$ cat src/rtl/rom_loader_pkg.sv
// rom_loader_pkg: loader FSM encoding and the default sizing used by the loader and its FIFO.
package rom_loader_pkg;

   localparam int DEF_ADDR_W     = 22;
   localparam int DEF_FIFO_DEPTH = 8;

   typedef enum logic [1:0] {
      ST_IDLE,
      ST_LOAD,
      ST_FLUSH
   } state_t;

endpackage

$ cat src/rtl/rom_loader_word_fifo.sv
// word_fifo: 16-bit synchronous FIFO with full/empty flags; a pop frees a slot for a push in the same cycle.
module word_fifo
   import rom_loader_pkg::*;
#(
   parameter int DEPTH = DEF_FIFO_DEPTH
) (
   input  logic        clk,
   input  logic        reset,
   input  logic        push,
   input  logic [15:0] push_data,
   input  logic        pop,
   output logic [15:0] head,
   output logic        full,
   output logic        empty
);

   localparam int PTR_W = $clog2(DEPTH);

   logic [15:0]      mem [DEPTH];
   logic [PTR_W-1:0] wr_ptr;
   logic [PTR_W-1:0] rd_ptr;
   logic [PTR_W:0]   count;
   logic             do_push;
   logic             do_pop;

   assign full    = (count == (PTR_W+1)'(DEPTH));
   assign empty   = (count == '0);
   assign do_pop  = pop && !empty;
   assign do_push = push && (!full || do_pop);
   assign head    = mem[rd_ptr];

   always_ff @(posedge clk or posedge reset) begin
      if (reset) begin
         wr_ptr <= '0;
         rd_ptr <= '0;
         count  <= '0;
      end else begin
         if (do_push) wr_ptr <= wr_ptr + PTR_W'(1);
         if (do_pop)  rd_ptr <= rd_ptr + PTR_W'(1);
         if (do_push && !do_pop)      count <= count + (PTR_W+1)'(1);
         else if (do_pop && !do_push) count <= count - (PTR_W+1)'(1);
      end
   end

   // NOTE: storage is deliberately not reset; only the pointers and count define which entries are valid.
   always_ff @(posedge clk) begin
      if (do_push) mem[wr_ptr] <= push_data;
   end

endmodule

$ cat src/rtl/rom_loader.sv
// rom_loader: packs MCU ROM bytes little-endian into 16-bit words and writes them to memory via req/ack.
// Build macro ROM_LOADER_CSUM_EN adds the csum output (16-bit sum of accepted bytes).
module rom_loader
   import rom_loader_pkg::*;
#(
   parameter int ADDR_W     = DEF_ADDR_W,
   parameter int FIFO_DEPTH = DEF_FIFO_DEPTH
) (
   input  logic              clk,
   input  logic              reset,
   input  logic [7:0]        rom_loading,
   input  logic [7:0]        rom_do,
   input  logic              rom_do_valid,
   output logic              mem_req,
   input  logic              mem_ack,
   output logic [ADDR_W-1:0] mem_addr,
   output logic [15:0]       mem_din,
   output logic              busy,
   output logic              done,
   output logic [23:0]       byte_count,
   output logic              overflow
`ifdef ROM_LOADER_CSUM_EN
   ,
   output logic [15:0]       csum
`endif
);

   state_t      state;
   state_t      state_nxt;
   logic        loading_now;
   logic        loading_q;
   logic        start;
   logic        stop;
   logic        in_load;
   logic        accept;
   logic        clear;
   logic        phase;
   logic [7:0]  pack_lo;
   logic        push;
   logic        pop;
   logic [15:0] push_data;
   logic        fifo_full;
   logic        fifo_empty;
   logic [15:0] fifo_head;

   assign loading_now = (rom_loading != 8'h00);
   assign start       = loading_now && !loading_q;
   assign stop        = !loading_now && loading_q;
   assign in_load     = (state == ST_LOAD);
   assign accept      = in_load && rom_do_valid;
   assign clear       = (state == ST_IDLE) && start;
   assign pop         = mem_req && mem_ack;

   // NOTE: every output of this block is given a default first, so no path can infer a latch.
   always_comb begin
      state_nxt = state;
      busy      = 1'b0;
      done      = 1'b0;
      unique case (state)
         ST_IDLE: if (start) state_nxt = ST_LOAD;
         ST_LOAD: begin
            busy = 1'b1;
            if (stop) state_nxt = ST_FLUSH;
         end
         ST_FLUSH: begin
            busy = 1'b1;
            if (fifo_empty && !mem_req) begin
               done      = 1'b1;
               state_nxt = ST_IDLE;
            end
         end
         default: state_nxt = ST_IDLE;
      endcase
   end

   // The stop cycle may carry a byte; it and any pending low byte leave as a single (possibly padded) word.
   always_comb begin
      push      = 1'b0;
      push_data = {8'h00, rom_do};
      if (in_load) begin
         if (rom_do_valid && phase) begin
            push      = 1'b1;
            push_data = {rom_do, pack_lo};
         end else if (stop && rom_do_valid) begin
            push      = 1'b1;
            push_data = {8'h00, rom_do};
         end else if (stop && phase) begin
            push      = 1'b1;
            push_data = {8'h00, pack_lo};
         end
      end
   end

   // NOTE: sequential state uses non-blocking assignments so every register samples pre-edge values.
   always_ff @(posedge clk or posedge reset) begin
      if (reset) begin
         state     <= ST_IDLE;
         loading_q <= 1'b0;
      end else begin
         state     <= state_nxt;
         loading_q <= loading_now;
      end
   end

   always_ff @(posedge clk or posedge reset) begin
      if (reset) begin
         byte_count <= '0;
         phase      <= 1'b0;
         pack_lo    <= '0;
         overflow   <= 1'b0;
      end else if (clear) begin
         byte_count <= '0;
         phase      <= 1'b0;
         pack_lo    <= '0;
         overflow   <= 1'b0;
      end else begin
         if (accept) begin
            if (byte_count != 24'hFF_FFFF) byte_count <= byte_count + 24'd1;
            if (!phase) pack_lo <= rom_do;
         end
         if (in_load && stop) phase <= 1'b0;
         else if (accept)     phase <= !phase;
         if (push && fifo_full && !pop) overflow <= 1'b1;
      end
   end

   // mem_din is captured from the FIFO head when the request is raised, so it holds until the ack.
   always_ff @(posedge clk or posedge reset) begin
      if (reset) begin
         mem_req  <= 1'b0;
         mem_din  <= '0;
         mem_addr <= '0;
      end else begin
         if (clear)    mem_addr <= '0;
         else if (pop) mem_addr <= mem_addr + ADDR_W'(1);
         if (pop) begin
            mem_req <= 1'b0;
         end else if (!mem_req && !fifo_empty) begin
            mem_req <= 1'b1;
            mem_din <= fifo_head;
         end
      end
   end

   word_fifo #(
      .DEPTH(FIFO_DEPTH)
   ) u_fifo (
      .clk      (clk),
      .reset    (reset),
      .push     (push),
      .push_data(push_data),
      .pop      (pop),
      .head     (fifo_head),
      .full     (fifo_full),
      .empty    (fifo_empty)
   );

`ifdef ROM_LOADER_CSUM_EN
   always_ff @(posedge clk or posedge reset) begin
      if (reset)       csum <= '0;
      else if (clear)  csum <= '0;
      else if (accept) csum <= csum + {8'h00, rom_do};
   end
`endif

endmodule

$ cat config.mk
export PLATFORM = sky130hd
export DESIGN_NAME = rom_loader
export DESIGN_NICKNAME = d
export VERILOG_FILES = /design/src/rtl/rom_loader_pkg.sv /design/src/rtl/rom_loader_word_fifo.sv /design/src/rtl/rom_loader.sv
export SDC_FILE = /design/constraint.sdc
export NUM_CORES = 1
export LEC_CHECK = 0
export BUFFER_PORTS_ARGS = -buffer_cell sky130_fd_sc_hd__buf_2
export CELL_PAD_IN_SITES_DETAIL_PLACEMENT = 1
export CELL_PAD_IN_SITES_GLOBAL_PLACEMENT = 1
export CORE_MARGIN = 4
export CORE_UTILIZATION = 35
export CTS_BUF_LIST = sky130_fd_sc_hd__clkbuf_16
export CTS_CLUSTER_SIZE = 20
export DETAILED_ROUTE_END_ITERATION = 8
export PLACE_DENSITY = 0.7
export SYNTH_ARGS = -nofsm -noshare
export SYNTH_HDL_FRONTEND = slang
export SYNTH_HIERARCHICAL = 1
export SYNTH_SLANG_ARGS = --single-unit
$ cat constraint.sdc
create_clock -name clk -period 7.1 [get_ports clk]
set_clock_uncertainty 0.15 [all_clocks]
set_input_delay 0.71 -clock clk [delete_from_list [all_inputs] [get_ports clk]]
set_output_delay 0.71 -clock clk [all_outputs]
set_load 0.01 [all_outputs]
== Word level (Yosys, flattened, before mapping) ==
Memory sizes are Yosys's and may differ from the RTL's. A register that Yosys moved wholly into a read port is not among the register bits.
Cells that the tools add are included.
Operators by class
  add/subtract/negate cells: 6
  eq/ne operators: 8
  mux-type cells: 34
  bitwise gates (word level): 1
  reductions and logical operators: 42
Operators by type and width (number)
  two-way mux 24 bit: 3
  two-way mux 22 bit: 2
  two-way mux 8 bit: 5
  two-way mux 16 bit: 2
  adder 24 x 1 -> 24 bit (second input constant): 1
  inequality test 24 bit (second input constant): 1
  adder 22 x 1 -> 22 bit (second input constant): 1
  logical AND 1 bit: 17
  two-way mux 1 bit: 16
  nonzero test 2 bit: 6
  logical NOT 1 bit: 9
  two-way mux 4 bit: 2
  inequality test 2 bit (second input constant): 4
  nonzero test 8 bit: 1
  adder 3 x 1 -> 3 bit (second input constant): 2
  two-way mux 2 bit: 3
  case mux 2 bit (3 select lines): 1
  AND reduction 2 bit: 3
  adder 4 x 1 -> 4 bit (second input constant): 1
  == test 4 bit (second input constant): 1
  logical NOT 4 bit: 1
  subtractor 4 x 1 -> 4 bit (second input constant): 1
  AND reduction 3 bit: 1
  nonzero test 3 bit: 1
  other kinds (6): 6
Word-level totals
  flip-flop bits (word level): 70
  memory bits (writable): 128
  word-level logic and storage cells: 103
  memories kept: 1
Memory list
  u_fifo.mem: words 8, bits a word 16, read ports 1, clocked after Yosys merged registers in 1, wr ports 1, RTL line rom_loader_word_fifo.sv:19  | logic [15:0] mem [DEPTH];

== Logic depth before layout (Yosys ltp) ==
  depth in word-level cells: 13
  gate-level depth with buffers: 12

== Hierarchy ==
Netlist, hierarchy kept.
Modules (own cells, without submodules)
  word_fifo: instances 1, cells an instance 250, area each 5461.5 um^2, seq. area each 4093.9 um^2
  rom_loader: instances 1, cells an instance 387, area each 3938.8 um^2, seq. area each 1901.8 um^2

== Worst setup path before layout ==
OpenSTA, ideal clock, no wires.
  path type: input to register
  from: input port rom_loading[5]
  to: memory u_fifo.mem[0][0] (enable)
  data arrival time: 3.340 ns
  data required time: 6.520 ns
  setup slack: 3.180 ns
  stages: 6
  buffers on the path: 0
  cells stage by stage: nor4_2 and3_1 maj3_1 and2_1 o21ai_4 nor4_1
Between the ends
  word-level cells in the longest chain between the ends: 11
  elaborated cells between the ends (all ways): 12
  classes of those cells: mux: 6; reduce/logical: 6
Ends and longest elaborated chain
  start, declared: RTL line rom_loader.sv:11  | input logic [7:0] rom_loading,
  nonzero test 8 bit *: RTL line rom_loader.sv:46  | assign loading_now = (rom_loading != 8'h00);
  logical NOT 1 bit *: RTL line rom_loader.sv:48  | assign stop = !loading_now && loading_q;
  logical AND 1 bit *: RTL line rom_loader.sv:48
  logical AND 1 bit: RTL line rom_loader.sv:87  | end else if (stop && phase) begin
  two-way mux 1 bit: RTL line rom_loader.sv:87
  two-way mux 1 bit *: RTL line rom_loader.sv:84  | end else if (stop && rom_do_valid) begin
  two-way mux 1 bit *: RTL line rom_loader.sv:81  | if (rom_do_valid && phase) begin
  two-way mux 1 bit *: RTL line rom_loader.sv:80  | if (in_load) begin
  via push: RTL line rom_loader.sv:39  | logic push;
  logical AND 1 bit *: RTL line rom_loader_word_fifo.sv:29  | assign do_push = push && (!full || do_pop);
  two-way mux 1 bit *: RTL line rom_loader_word_fifo.sv:47  | if (do_push) mem[wr_ptr] <= push_data;
  two-way mux 1 bit (implied by the code) *: RTL line rom_loader_word_fifo.sv:47
  end, declared: RTL line rom_loader_word_fifo.sv:19
The timed path passes the listed nets; every way through them passes the cells marked *.

== Worst setup path in the final report ==
  from: input port rom_loading[5]
  to: register u_fifo.count[3]
Between the ends
  word-level cells in the longest chain between the ends: 12
  elaborated cells between the ends (all ways): 15
  classes of those cells: mux: 5; reduce/logical: 10
Ends and longest elaborated chain
  nonzero test 8 bit *: RTL line rom_loader.sv:46
  logical NOT 1 bit *: RTL line rom_loader.sv:48
  logical AND 1 bit *: RTL line rom_loader.sv:48
  logical AND 1 bit: RTL line rom_loader.sv:87
  two-way mux 1 bit: RTL line rom_loader.sv:87
  two-way mux 1 bit *: RTL line rom_loader.sv:84
  two-way mux 1 bit *: RTL line rom_loader.sv:81
  two-way mux 1 bit *: RTL line rom_loader.sv:80
  via push: RTL line rom_loader.sv:39
  logical AND 1 bit *: RTL line rom_loader_word_fifo.sv:29
  via u_fifo.do_push: RTL line rom_loader_word_fifo.sv:23  | logic do_push;
  logical NOT 1 bit: RTL line rom_loader_word_fifo.sv:41  | else if (do_pop && !do_push) count <= count - (PTR_W+1)'(1);
  logical AND 1 bit: RTL line rom_loader_word_fifo.sv:41
  nonzero test 2 bit (no line)
  end signal, assigned: RTL line rom_loader_word_fifo.sv:40  | if (do_push && !do_pop) count <= count + (PTR_W+1)'(1);
  end signal, assigned: RTL line rom_loader_word_fifo.sv:41
  end, declared: RTL line rom_loader_word_fifo.sv:22  | logic [PTR_W:0] count;
Marked as above.
A chain may end at the register's enable or synchronous reset.

==> metrics.md <==
| Metric | Value |
|---|---|
| CP Launch Point | rom_loading[5] |
| Total wire length | between 20,000 and 25,000 um |
| Slew HR | 22.5% |
| Ys Warns | 6 |
| R2r startpoint | u_fifo/count[0]$_DFFE_PP0P_ |
| Fin nets | 765 |
| CP required | 7.34 ns |
| Placer Congestion | 0.744 |
| Routed Antenna Nets | 0 |
| Post-placement cell area | between 10,000 and 15,000 sq um |
| Average vias per placed instance | 5.22 |
| Final setup vio count | 0 |
| Sequential fraction of the synthesis area | 63.8% |
| Synth cell count leaders | edfxtp_1 (128), dfrtp_1 (86), nand2_1 (48), mux2_2 (40), nor2_1 (34) |
| CTS tree | yes |
| Initial antenna violation count | 2 |
| Die area | 29,500 sq um |
| Post-CTS Resized | 0 |
| Layout cells sized above 1 | roughly a third |
| Core area | 26,200 sq um |
| Min-Delay Path Class | in -> reg |
| Final critical-path share of the clock period | a little under half |
| Chip Width | 172 um |
| DR vias | 5,672 |
| Power Dens Cells | 343 nW/um^2 |
| Worst r2r path cells | 9 |
| Final Hold Vio Count | 0 |
| Pleak | 4.26 nW |
| Syn nets | 668 |
| Die Height | 172 um |
| Tightest Pin Transition | approximately 1.2 ns |
| Main synth FF type | edfxtp_1 |
| Boundary Pins | 86 |
| CTS clk-pin slew, worst paths | 0.06 ns |
| Flop2flop setup slack | 3.88 ns |
| Rows | 59 |
| Vias in the first global route | slightly above 6,000 |
| Cell Area, Synth | 9400 sq um |
| Crit start category | input pin |
| CTS Sinks | 214 |
| Max Slew Vio Count | 0 |
| Area fraction of the dominant cell type after synthesis | between 40% and 50% |
| Grt total ovfl | 0 |
| Main area contributors after synthesis | edfxtp_1 (41%), dfrtp_1 (23%), mux4_2 (7.7%) |
| Initial DRT Pass Iterations | 4 |
| Status | finished clean |
| Crit end category | register |
| Avg WL per Cell | 20.1 um |
| RSZ-0062 raised after global routing | false |
| Root Buffer | clkbuf_16 |
| Yosys cell types | 66 |
| Async S/R FF share, synth | 40.2% |
| Final Total Pwr | 0.00377 W |
| CTS HTree Levels | 1 |
| First-pass GRT wire length | 34,900 um |
| CTS Buf Count | 23 |
| Crit Path Category | in -> reg |
| Fin Setup TNS | 0 ns |
| Avg Cell Area, Syn | 14.8 sq um |
| WP data arrival | roughly 3.6 ns |
| Maximum clock rate | 299 MHz |
| Max cap viols | 0 |
| Post-synth EDFFs | 128 |
| Number of port buffers | 85 |
| Post-Synthesis Cells | 637 |
| Dpl hpwl | 13,900 um |
| N_diodes | 0 |
| Count leader, synth | edfxtp_1 |
| Worst Path Max Fanout | 7 |
| FF+latch count, synth | 214 |
| Area growth syn-to-layout | 17.1% |
| Max IR drop VDD | 0.134 mV |
| Starting Density | 35.9% |
| Crit path capture | u_fifo/count[3]$_DFFE_PP0P_ |
| Skew-Pair Late Insertion Delay | 0.51 ns |
| Crit path time final | around 3.3 ns |
| Fin area | approximately 11,000 sq um |
| Max clock buf depth | 3 |
| R2R Path End | u_fifo/count[3]$_DFFE_PP0P_ |
| Largest net degree at the start of global routing | 65 |
| First DRT Iteration DRCs | 253 |
| Synth area leader | edfxtp_1 |
| Residual DRC count | 0 |
| GRT Overall Usage | approximately 15% |
| Hold Path Origin | rom_loading[6] |
## critical path, cell delays in order
cell	delay [ns]
buf_2	0.10
nor4_2	0.40
and3_1	0.29
maj3_1	0.21
and2_1	0.22
o21ai_4	0.16
inv_2	0.07
ha_1	0.24
inv_1	0.14
ha_1	0.37
or4_1	0.48
nand3_1	0.10
o211ai_1	0.08
## logic make-up (layout without fill, tap and decap cells)
| logic type | count (synthesis) | after routing | share of synthesized area, % |
|---|---|---|---|
| flip-flops | 214 | 214 | 63.8 |
| AND/OR/NAND/NOR | 197 | 197 | 11.5 |
| XOR/XNOR | 27 | 27 | 2.60 |
| buffers and inverters | 38 | 152 | 2.24 |
| multiplexers | 76 | 76 | 13.0 |
| adder cells (fa/ha/maj) | 12 | 12 | 1.65 |
| AO/OA/AOI/OAI | 73 | 73 | 5.27 |
## placed cells by master (no fill, tap or decap), types with 3 or more instances in the layout
master,n
xnor2_1,14
xor2_1,12
o21ai_2,6
o21ai_0,16
or4_1,7
nor2b_1,3
buf_2,85
clkinv_1,3
o211ai_1,7
and2_2,3
or3_1,6
clkinv_2,7
and2_1,10
nor2_1,34
edfxtp_1,128
mux4_2,32
nand2b_1,3
and4_1,4
nor3_1,8
o31ai_1,4
or3_2,10
and3_1,5
nand3b_1,3
nand2_1,48
inv_1,16
dfrtp_1,84
nand3_1,21
bufinv_16,5
ha_1,10
nor4_2,3
nor3_4,3
clkbuf_16,23
a21oi_2,6
mux2_2,40
buf_4,9
nand4_1,10
a21oi_1,26
## flip-flops by register name, indices dropped and copies added (netlist names), 2 cells and up
| name | flops |
|---|---|
| u_fifo/mem | 128 |
| byte_count | 24 |
| mem_addr | 22 |
| mem_din | 16 |
| pack_lo | 8 |
| u_fifo/count | 4 |
| u_fifo/rd_ptr | 3 |
| u_fifo/wr_ptr | 3 |
| state | 2 |
## metrics by stage
step	cells	hold slack (ns)	worst slack, ns	utilization (%)
4_1_cts	1086	0.256	3.78	42.0
3_5_place_dp	1043	0.340	3.23	39.0
6_report	1086	0.271	3.76	42.0
2_1_floorplan	637	0.346	3.18	-
5_1_grt	1086	0.273	3.56	42.0
3_3_place_gp	1043	0.335	3.37	39.0
## metal layers
layer	vias to the layer above	global-route usage, %	routed length, um
li1	2608	-	-
met1	2919	20.4	9910
met2	110	24.9	10400
met3	31	3.75	1100
met4	4	2.56	380
met5	-	0	23
## cell type report
class | count | area [sq um]
clock inverters | 19 | 215
inverters | 15 | 57.6
multi-input cells | 385 | 3240
repair buffers | 95 | 503
fillers | 2712 | 15200
well taps | 335 | 419
flip-flops and latches | 214 | 6000
clock buffers | 23 | 576
## where the power goes
part	leakage, nW	switching, W	internal [W]	total, W
Clock	0.412	0.000481	0.000771	0.00125
Combinational	1.52	0.000406	0.000460	0.000866
Sequential	2.33	0.000184	0.00147	0.00166
## worst min-delay path by stage
stage                                    endpoint  slack, ns  cells past startpoint
final                         loading_q$_DFF_PP0_       0.27                      3
after global routing          loading_q$_DFF_PP0_       0.27                      3
after CTS                     loading_q$_DFF_PP0_       0.26                      3
after detailed placement  mem_din[12]$_DFFE_PP0P_       0.34                      1
after global placement     mem_din[5]$_DFFE_PP0P_       0.34                      1
after floorplan            pack_lo[7]$_DFFE_PP0P_       0.35                      2
## timing repair
| item | in CTS | in global routing |
|---|---|---|
| hold buffers | 1 | 0 |
| hold endpoints to repair | 12 | 0 |
| buffers inserted | 0 | 0 |
Power figures use the tool's default switching activity.
